## src/rtl/pcpi_arb_pkg.sv

```systemverilog
// rtl/pcpi_arb_pkg.sv - shared types and defaults for the PCPI share arbiter
//
// Contents:
//   arb_state_t     : arbiter FSM state (IDLE / ISSUE / RESP)
//   req_idx_t       : requester index (two requesters, one bit)
//   PCPI_ARB_XLEN   : default data/instruction width
//   PCPI_ARB_TIMEOUT: default no-wait timeout in issue cycles
//   idx_onehot()    : requester index to two-bit one-hot

package pcpi_arb_pkg;

    localparam int PCPI_ARB_XLEN    = 32;
    localparam int PCPI_ARB_TIMEOUT = 16;

    typedef enum logic [1:0] {
        ST_IDLE  = 2'd0,
        ST_ISSUE = 2'd1,
        ST_RESP  = 2'd2
    } arb_state_t;

    typedef logic req_idx_t;

    function automatic logic [1:0] idx_onehot(input req_idx_t idx);
        return idx ? 2'b10 : 2'b01;
    endfunction

endpackage

```

## src/rtl/pcpi_rr_pick.sv

```systemverilog
// rtl/pcpi_rr_pick.sv - combinational two-way round-robin picker
//
// Ports:
//   req_valid  in  2 : per-requester request valid
//   last_grant in  1 : requester granted most recently
//   grant      out 2 : one-hot grant, zero when nobody requests
//   grant_idx  out 1 : index of the granted requester (0 when nobody requests)

module pcpi_rr_pick
    import pcpi_arb_pkg::*;
(
    input  logic [1:0] req_valid,
    input  req_idx_t   last_grant,
    output logic [1:0] grant,
    output req_idx_t   grant_idx
);

    always_comb begin
        grant_idx = 1'b0;
        grant     = 2'b00;
        if (req_valid == 2'b11) begin
            // Contention: the requester that did not win last time goes next.
            grant_idx = ~last_grant;
        end else if (req_valid[1]) begin
            grant_idx = 1'b1;
        end
        if (req_valid != 2'b00) begin
            grant = idx_onehot(grant_idx);
        end
    end

endmodule

```

## src/rtl/pcpi_share_arbiter.sv

```systemverilog
// rtl/pcpi_share_arbiter.sv - shares one PCPI coprocessor port between two requesters
//
// Ports:
//   clk, rst_n                  : clock (rising edge), asynchronous active-low reset
//   req_valid/req_ready [1:0]   : per-requester handshake, ready only while idle
//   req_insn/rs1/rs2 [2*XLEN]   : requester r in bits [r*XLEN +: XLEN]
//   rsp_valid [1:0]             : one-cycle response pulse to the issuing requester
//   rsp_rd, rsp_wr, rsp_err     : shared result, writeback flag, timeout flag
//   pcpi_valid/insn/rs1/rs2     : registered PCPI request, held until completion
//   pcpi_wr/rd/wait/ready       : PCPI coprocessor status and result

module pcpi_share_arbiter
    import pcpi_arb_pkg::*;
#(
    parameter int XLEN    = PCPI_ARB_XLEN,
    parameter int TIMEOUT = PCPI_ARB_TIMEOUT
) (
    input  logic              clk,
    input  logic              rst_n,
    input  logic [1:0]        req_valid,
    output logic [1:0]        req_ready,
    input  logic [2*XLEN-1:0] req_insn,
    input  logic [2*XLEN-1:0] req_rs1,
    input  logic [2*XLEN-1:0] req_rs2,
    output logic [1:0]        rsp_valid,
    output logic [XLEN-1:0]   rsp_rd,
    output logic              rsp_wr,
    output logic              rsp_err,
    output logic              pcpi_valid,
    output logic [XLEN-1:0]   pcpi_insn,
    output logic [XLEN-1:0]   pcpi_rs1,
    output logic [XLEN-1:0]   pcpi_rs2,
    input  logic              pcpi_wr,
    input  logic [XLEN-1:0]   pcpi_rd,
    input  logic              pcpi_wait,
    input  logic              pcpi_ready
);

    localparam int CW = $clog2(TIMEOUT + 1);
    localparam logic [CW-1:0] CNT_MAX   = {CW{1'b1}};
    localparam logic [CW-1:0] CNT_LIMIT = CW'(TIMEOUT);

    arb_state_t    state;
    req_idx_t      owner;
    req_idx_t      last_grant;
    logic [CW-1:0] wait_cnt;
    logic [CW-1:0] cnt_inc;
    logic          timeout_hit;

    logic [1:0]    pick_grant;
    req_idx_t      pick_idx;

    pcpi_rr_pick u_pick (
        .req_valid  (req_valid),
        .last_grant (last_grant),
        .grant      (pick_grant),
        .grant_idx  (pick_idx)
    );

    // Gating with rst_n keeps req_ready low for the whole reset window even
    // though the FSM already sits in IDLE.
    assign req_ready = (state == ST_IDLE && rst_n) ? pick_grant : 2'b00;

    assign cnt_inc     = (wait_cnt == CNT_MAX) ? wait_cnt : wait_cnt + CW'(1);
    assign timeout_hit = (cnt_inc >= CNT_LIMIT);

    always_ff @(posedge clk or negedge rst_n) begin
        if (!rst_n) begin
            state      <= ST_IDLE;
            owner      <= 1'b0;
            last_grant <= 1'b1;
            wait_cnt   <= '0;
            pcpi_valid <= 1'b0;
            pcpi_insn  <= '0;
            pcpi_rs1   <= '0;
            pcpi_rs2   <= '0;
            rsp_valid  <= 2'b00;
            rsp_rd     <= '0;
            rsp_wr     <= 1'b0;
            rsp_err    <= 1'b0;
        end else begin
            rsp_valid <= 2'b00;
            case (state)
                ST_IDLE: begin
                    if ((req_valid & req_ready) != 2'b00) begin
                        pcpi_insn  <= pick_idx ? req_insn[2*XLEN-1:XLEN] : req_insn[XLEN-1:0];
                        pcpi_rs1   <= pick_idx ? req_rs1[2*XLEN-1:XLEN]  : req_rs1[XLEN-1:0];
                        pcpi_rs2   <= pick_idx ? req_rs2[2*XLEN-1:XLEN]  : req_rs2[XLEN-1:0];
                        owner      <= pick_idx;
                        last_grant <= pick_idx;
                        pcpi_valid <= 1'b1;
                        wait_cnt   <= '0;
                        state      <= ST_ISSUE;
                    end
                end
                ST_ISSUE: begin
                    // A completion in the same cycle as the timeout still
                    // counts as a normal completion.
                    if (pcpi_ready) begin
                        rsp_rd     <= pcpi_wr ? pcpi_rd : '0;
                        rsp_wr     <= pcpi_wr;
                        rsp_err    <= 1'b0;
                        rsp_valid  <= idx_onehot(owner);
                        pcpi_valid <= 1'b0;
                        state      <= ST_RESP;
                    end else if (pcpi_wait) begin
                        wait_cnt <= '0;
                    end else begin
                        wait_cnt <= cnt_inc;
                        if (timeout_hit) begin
                            rsp_rd     <= '0;
                            rsp_wr     <= 1'b0;
                            rsp_err    <= 1'b1;
                            rsp_valid  <= idx_onehot(owner);
                            pcpi_valid <= 1'b0;
                            state      <= ST_RESP;
                        end
                    end
                end
                ST_RESP: begin
                    state <= ST_IDLE;
                end
                default: begin
                    state <= ST_IDLE;
                end
            endcase
        end
    end

endmodule

```

## config.mk

```make
export PLATFORM = sky130hd
export DESIGN_NAME = pcpi_share_arbiter
export DESIGN_NICKNAME = d
export VERILOG_FILES = /design/src/rtl/pcpi_arb_pkg.sv /design/src/rtl/pcpi_rr_pick.sv /design/src/rtl/pcpi_share_arbiter.sv
export SDC_FILE = /design/constraint.sdc
export NUM_CORES = 1
export LEC_CHECK = 0
export BUFFER_PORTS_ARGS = -buffer_cell sky130_fd_sc_hd__buf_2
export CAP_MARGIN = 5
export CORE_AREA = 2 2 143 145
export DETAILED_ROUTE_END_ITERATION = 7
export DIE_AREA = 0 0 145 147
export PLACE_DENSITY = 0.58
export SYNTH_ARGS = -nofsm -noshare
export SYNTH_HDL_FRONTEND = slang
export SYNTH_HIERARCHICAL = 1
export SYNTH_SLANG_ARGS = --single-unit
```

## constraint.sdc

```tcl
create_clock -name clk -period 2.2 [get_ports clk]
set_input_delay 0.44 -clock clk [delete_from_list [all_inputs] [get_ports clk]]
set_output_delay 0.44 -clock clk [all_outputs]
set_load 0.005 [all_outputs]
```

## Word-level counts from Yosys, hierarchy flattened

Index checks and enable logic that the tools add are counted.

- Flip-flop bits (word level): 142
- Logic and storage cells: 71
- Input bits: 231
- Output and inout port bits: 135

- Muxes and demuxes: 36
- Bitwise logic cells: 2
- Reductions and logical operators: 11
- Order comparisons: 1
- Add/subtract/negate cells: 1
- Equal/unequal tests: 8

Operators by type and width:

| operator | number |
|---|---|
| $mux 32 | 7 |
| $mux 2 | 12 |
| $mux 5 | 4 |
| $mux 1 | 10 |
| $pmux 5 s2 | 1 |
| $reduce_and 3->1 | 3 |
| $reduce_bool 2->1 | 4 |
| $ne 3x3->1 const B | 2 |
| $add 5x1->5 const B | 1 |
| $eq 5x5->1 const B | 1 |
| $ge 5x5->1 const B | 1 |
| $ne 2x1->1 const B | 2 |
| $pmux 2 s2 | 1 |
| $reduce_and 4->1 | 1 |
| $and 2x2->2 | 1 |
| $eq 2x1->1 const B | 1 |
| $eq 2x2->1 const B | 1 |
| $logic_not 2->1 | 1 |
| $ne 2x2->1 const B | 1 |
| $pmux 1 s2 | 1 |
| $reduce_and 2->1 | 1 |
| $logic_and 1x1->1 | 1 |
| $not 1->1 | 1 |

## Depth between registers and ports, before layout

- Depth after elaboration: 9
- Gate-level depth with buffers: 8
- Mapped depth without buffers: 5

## Cells and area by module

The synthesis kept the hierarchy.

By module, submodules not included:

| module | area each (um^2) | cells an instance | seq. area each (um^2) | times used |
|---|---|---|---|---|
| pcpi_share_arbiter | 6347.3 | 569 | 3554.7 | 1 |
| pcpi_rr_pick | 26.3 | 4 | 0.0 | 1 |

## Worst setup path after synthesis

Ideal clock, no wire load.

- Path type: reg2reg
- From: register last_grant
- To: register pcpi_rs1[0]
- Data required time: 2.123 ns
- Slack: 0.448 ns
- Buffers on the path: 3
- Stages on the path, launching flop included: 9
- Clock period less this slack: 1.752 ns
- Setup time: 0.077 ns
- Data arrival time: 1.675 ns
- Cell sequence: dfstp_2 -> inv_1 -> a21boi_1 -> a22o_1 -> buf_2 -> buf_2 -> buf_1 -> a21oi_1 -> a21oi_1

- Word-level cells in the longest chain between the ends: 8
- Elaborated cells between the ends (all ways): 9
- Those cells by class: 5 x mux; 2 x bitwise; 2 x reduce/logical

RTL lines:

| element | RTL line | source |
|---|---|---|
| start, declared | pcpi_share_arbiter.sv:45 | `req_idx_t last_grant;` |
| start signal, assigned | pcpi_share_arbiter.sv:90 | `last_grant <= pick_idx;` |
| $not 1->1 | pcpi_rr_pick.sv:23 | `grant_idx = ~last_grant;` |
| $mux 1 | pcpi_rr_pick.sv:21 | `if (req_valid == 2'b11) begin` |
| $mux 2 | pcpi_arb_pkg.sv:24 | `return idx ? 2'b10 : 2'b01;` |
| $mux 2 | pcpi_rr_pick.sv:27 | `if (req_valid != 2'b00) begin` |
| named net pick_grant[0] | pcpi_share_arbiter.sv:50 | `logic [1:0] pick_grant;` |
| $mux 2 | pcpi_share_arbiter.sv:62 | `assign req_ready = (state == ST_IDLE && rst_n) ? pick_grant : 2'b00;` |
| $and 2x2->2 | pcpi_share_arbiter.sv:85 | `if ((req_valid & req_ready) != 2'b00) begin` |
| $reduce_bool 2->1 | pcpi_share_arbiter.sv:85 |  |
| $reduce_and 2->1 (no source line) | -- |  |
| end signal, assigned | pcpi_share_arbiter.sv:87 | `pcpi_rs1 <= pick_idx ? req_rs1[2*XLEN-1:XLEN] : req_rs1[XLEN-1:0];` |
| end, declared | pcpi_share_arbiter.sv:31 | `output logic [XLEN-1:0] pcpi_rs1,` |

The timed path passes the listed nets, and every way through them passes these cells.
A chain may end at the register's enable or synchronous reset.

## Worst setup path in the final report

- From: register last_grant
- To: output req_ready[0]

- Word-level cells in the longest chain between the ends: 5

RTL lines:

| element | RTL line | source |
|---|---|---|
| $not 1->1 | pcpi_rr_pick.sv:23 |  |
| $mux 1 | pcpi_rr_pick.sv:21 |  |
| $mux 2 | pcpi_arb_pkg.sv:24 |  |
| $mux 2 | pcpi_rr_pick.sv:27 |  |
| named net pick_grant[0] | pcpi_share_arbiter.sv:50 |  |
| $mux 2 | pcpi_share_arbiter.sv:62 |  |
| end, declared | pcpi_share_arbiter.sv:21 | `output logic [1:0] req_ready,` |

The timed path passes the listed nets, and every way through them passes these cells.

==> metrics.cfg <==
[die]
core.rowCount = 52
start_util_pct = 32.1
die_w_um = 145
die_h_um = 147
core_mm2 = 0.0198
die_area_mm2 = 0.0213
ios = 366

[critical_path]
cp_max_fo = 4
cp_slowest_cell = dfstp_2
worstSetupEndpointType = primary output
arrival_ns = 1.53
path_class = flip-flop to primary output
crit_required_ns = 1.76
timing.rr.end = pcpi_insn[26]
r2r_cells = 6
r2r_slack_ns = 0.38
path_cells = inv_1 -> a21boi_1 -> and2_1 -> buf_2
crit_path_max_incr_delay_ns = 0.58
r2r_start = last_grant
critPathLaunchType = flip-flop

[cts]
cts_hold_buf = 1
numCtsBuffers = 17
cts.path.max_buffers = 2
htree_levels = 4
clk_latency_ns = 0.41
clk_pin_slew_ns = 0.07
cts_tree = yes
post_cts_buffers = 0
cts_sinks = 142
cts_resized = 0
cts_root_buf = clkbuf_16

[final_layout]
nets = 1154
fillers = 1898
layout-drive-gt1-share_pct = 44.8
mostFrequentLayoutCell = buf_2
final_cells = 1205
antennaDiodeCount = 0
area_growth_pct = 43.8
final_cell_mix = buf_2 (364), a21oi_1 (192), dfrtp_1 (141)

[detailed_routing]
finalWirelength_mm = 19.4
via_per_inst = 4.83
drt_iter0_drc = 241
wl_per_cell_um = 16.1
drc = 0
firstDrtPassIters = 4
antenna_left = 0
vias = 5823

[timing]
finalClockSkew_ns = 0.00792
setup_violations = 0
finalHoldViolCount = 0
post-route-period-util_pct = 89.5
slew_viol_final = 0
period_needed_ns = 1.97
max_freq_mhz = 508
relSlewSlack_pct = 51.4
rsz0062_at_grt = no
tightest_slew_ns = 0.730
finalSetupTns_ns = 0

[placed_design]
port_buffers = 365
dpl.hpwl_mm = 13.8
dp_cells = 1172
finalWeightedCongestion = 0.748

[yosys]
synth_area_per_cell_um2 = 11.1
yosys_warnings = 6
syn_inst = 573
synth_top_area_share_pct = 55.4
yosys-top-cells-area = dfrtp_1 (55%), a21oi_1 (15%), mux2i_1 (15%), a22o_1 (4.5%), buf_2 (2.3%)
synthesis.nets = 805
ys_seq_area_share_pct = 55.8
synth_largest_area_cell = dfrtp_1
netlist_area_mm2 = 0.00637
ys_ff_latch = 142
synth.distinct_cells = 38

[min_path]
min_path_type = primary input to asynchronous set/reset pin

[grt]
grt_max_degree = 140
grt_use_total_pct = 17.9
first_global_vias = 5718
antenna_found_initial = 0
grt_pass1_wl_mm = 30.6
overflow = 0

[pwr]
p_leak_nw = 4.54
ir_drop_v = 0.000540
p_per_area_mw_per_mm2 = 1240

[run]
maxCapViolCount = 0

[outcome]
outcome = completed

synth_stat cells, drive strengths merged:
library cell	instances
a22oi	2
nand2b	2
a22o	33
nor3	2
o32ai	1
o211ai	1
dfrtp	141
nand3	5
or3b	2
and2	2
a21oi	192
o21a	1
and4	1
a21o	1
nand4	3
ha	1
buf	33
a311o	1
nor2	4
dfstp	1
clkbuf	18
inv	7
a21boi	3
nor3b	2
o22ai	1
o21ai	6
mux2i	96
a31oi	4
and3	1
and2b	1
o21bai	1
a2bb2oi	2
nand2	2
layer usage:
metal | GRT usage [%] | routed length (µm)
met1 | 22.2 | 8230
met4 | 5.00 | 262
met2 | 30.5 | 9630
met5 | 0 | 0
met3 | 5.12 | 1310
sequential cells by signal, summed over array words and instances, names as in the netlist:
signal,count
rsp_wr,1
wait_cnt,5
last_grant,1
owner,1
state,2
pcpi_rs1,32
rsp_valid,2
pcpi_valid,1
rsp_err,1
pcpi_insn,32
rsp_rd,32
pcpi_rs2,32
where the power goes:
group	leakage, nW	internal [W]	switching (W)
combinational	2.61	0.00195	0.00197
clock	0.285	0.00163	0.00121
sequential	1.64	0.00385	0.000701
worst max path at each step:
stage | start | end | slack (ns) | cells past startpoint
2_1_floorplan | last_grant | pcpi_rs1[0] | 0.45 | 8
3_5_place_dp | req_valid[0] | pcpi_insn[26] | 0.35 | 6
6_report | last_grant | req_ready[0] | 0.23 | 4
5_1_grt | last_grant | req_ready[0] | 0.1 | 4
4_1_cts | last_grant | req_ready[0] | 0.21 | 4
3_3_place_gp | req_valid[0] | pcpi_valid | 0.41 | 6
critical path: cells and delay by family (launching register included):
family	cells	cell delay (ns)
buffers and inverters	2	0.16
AOI/OAI and AO/OA	1	0.22
DFF	1	0.58
and+or+nand+nor	1	0.16
area by class of cell:
cell class,instances,area [µm²],share of cell area [%]
flip-flops and latches,142,3550,38.8
clock inverters,14,145,1.58
inverters,7,26.3,0.287
well taps,270,338,3.69
repair buffers,381,2080,22.7
multi-input cells,373,2580,28.2
clock buffers,18,439,4.79
through the flow:
step	util [%]	instance area, µm²	worst slack [ns]	power, W	hold WS (ns)
global placement	43.2	8570	0.411	0.00850	0.235
detailed placement	43.2	8570	0.346	0.00857	0.234
CTS	46.2	9170	0.214	0.0115	0.192
global route	46.2	9170	0.0957	0.0121	0.211
floorplan	-	6370	0.448	0.00641	0.144
finish	46.2	9170	0.232	0.0113	0.163
cells by family after synthesis:
kind of cell / synth area share (%)
AOI/OAI and AO/OA: 22.2
adders and majority gates: 0.196
buffers and inverters: 4.10
DFF: 55.8
muxes: 15.1
and+or+nand+nor: 2.65
Note: power is estimated with default switching activity, not from simulation.
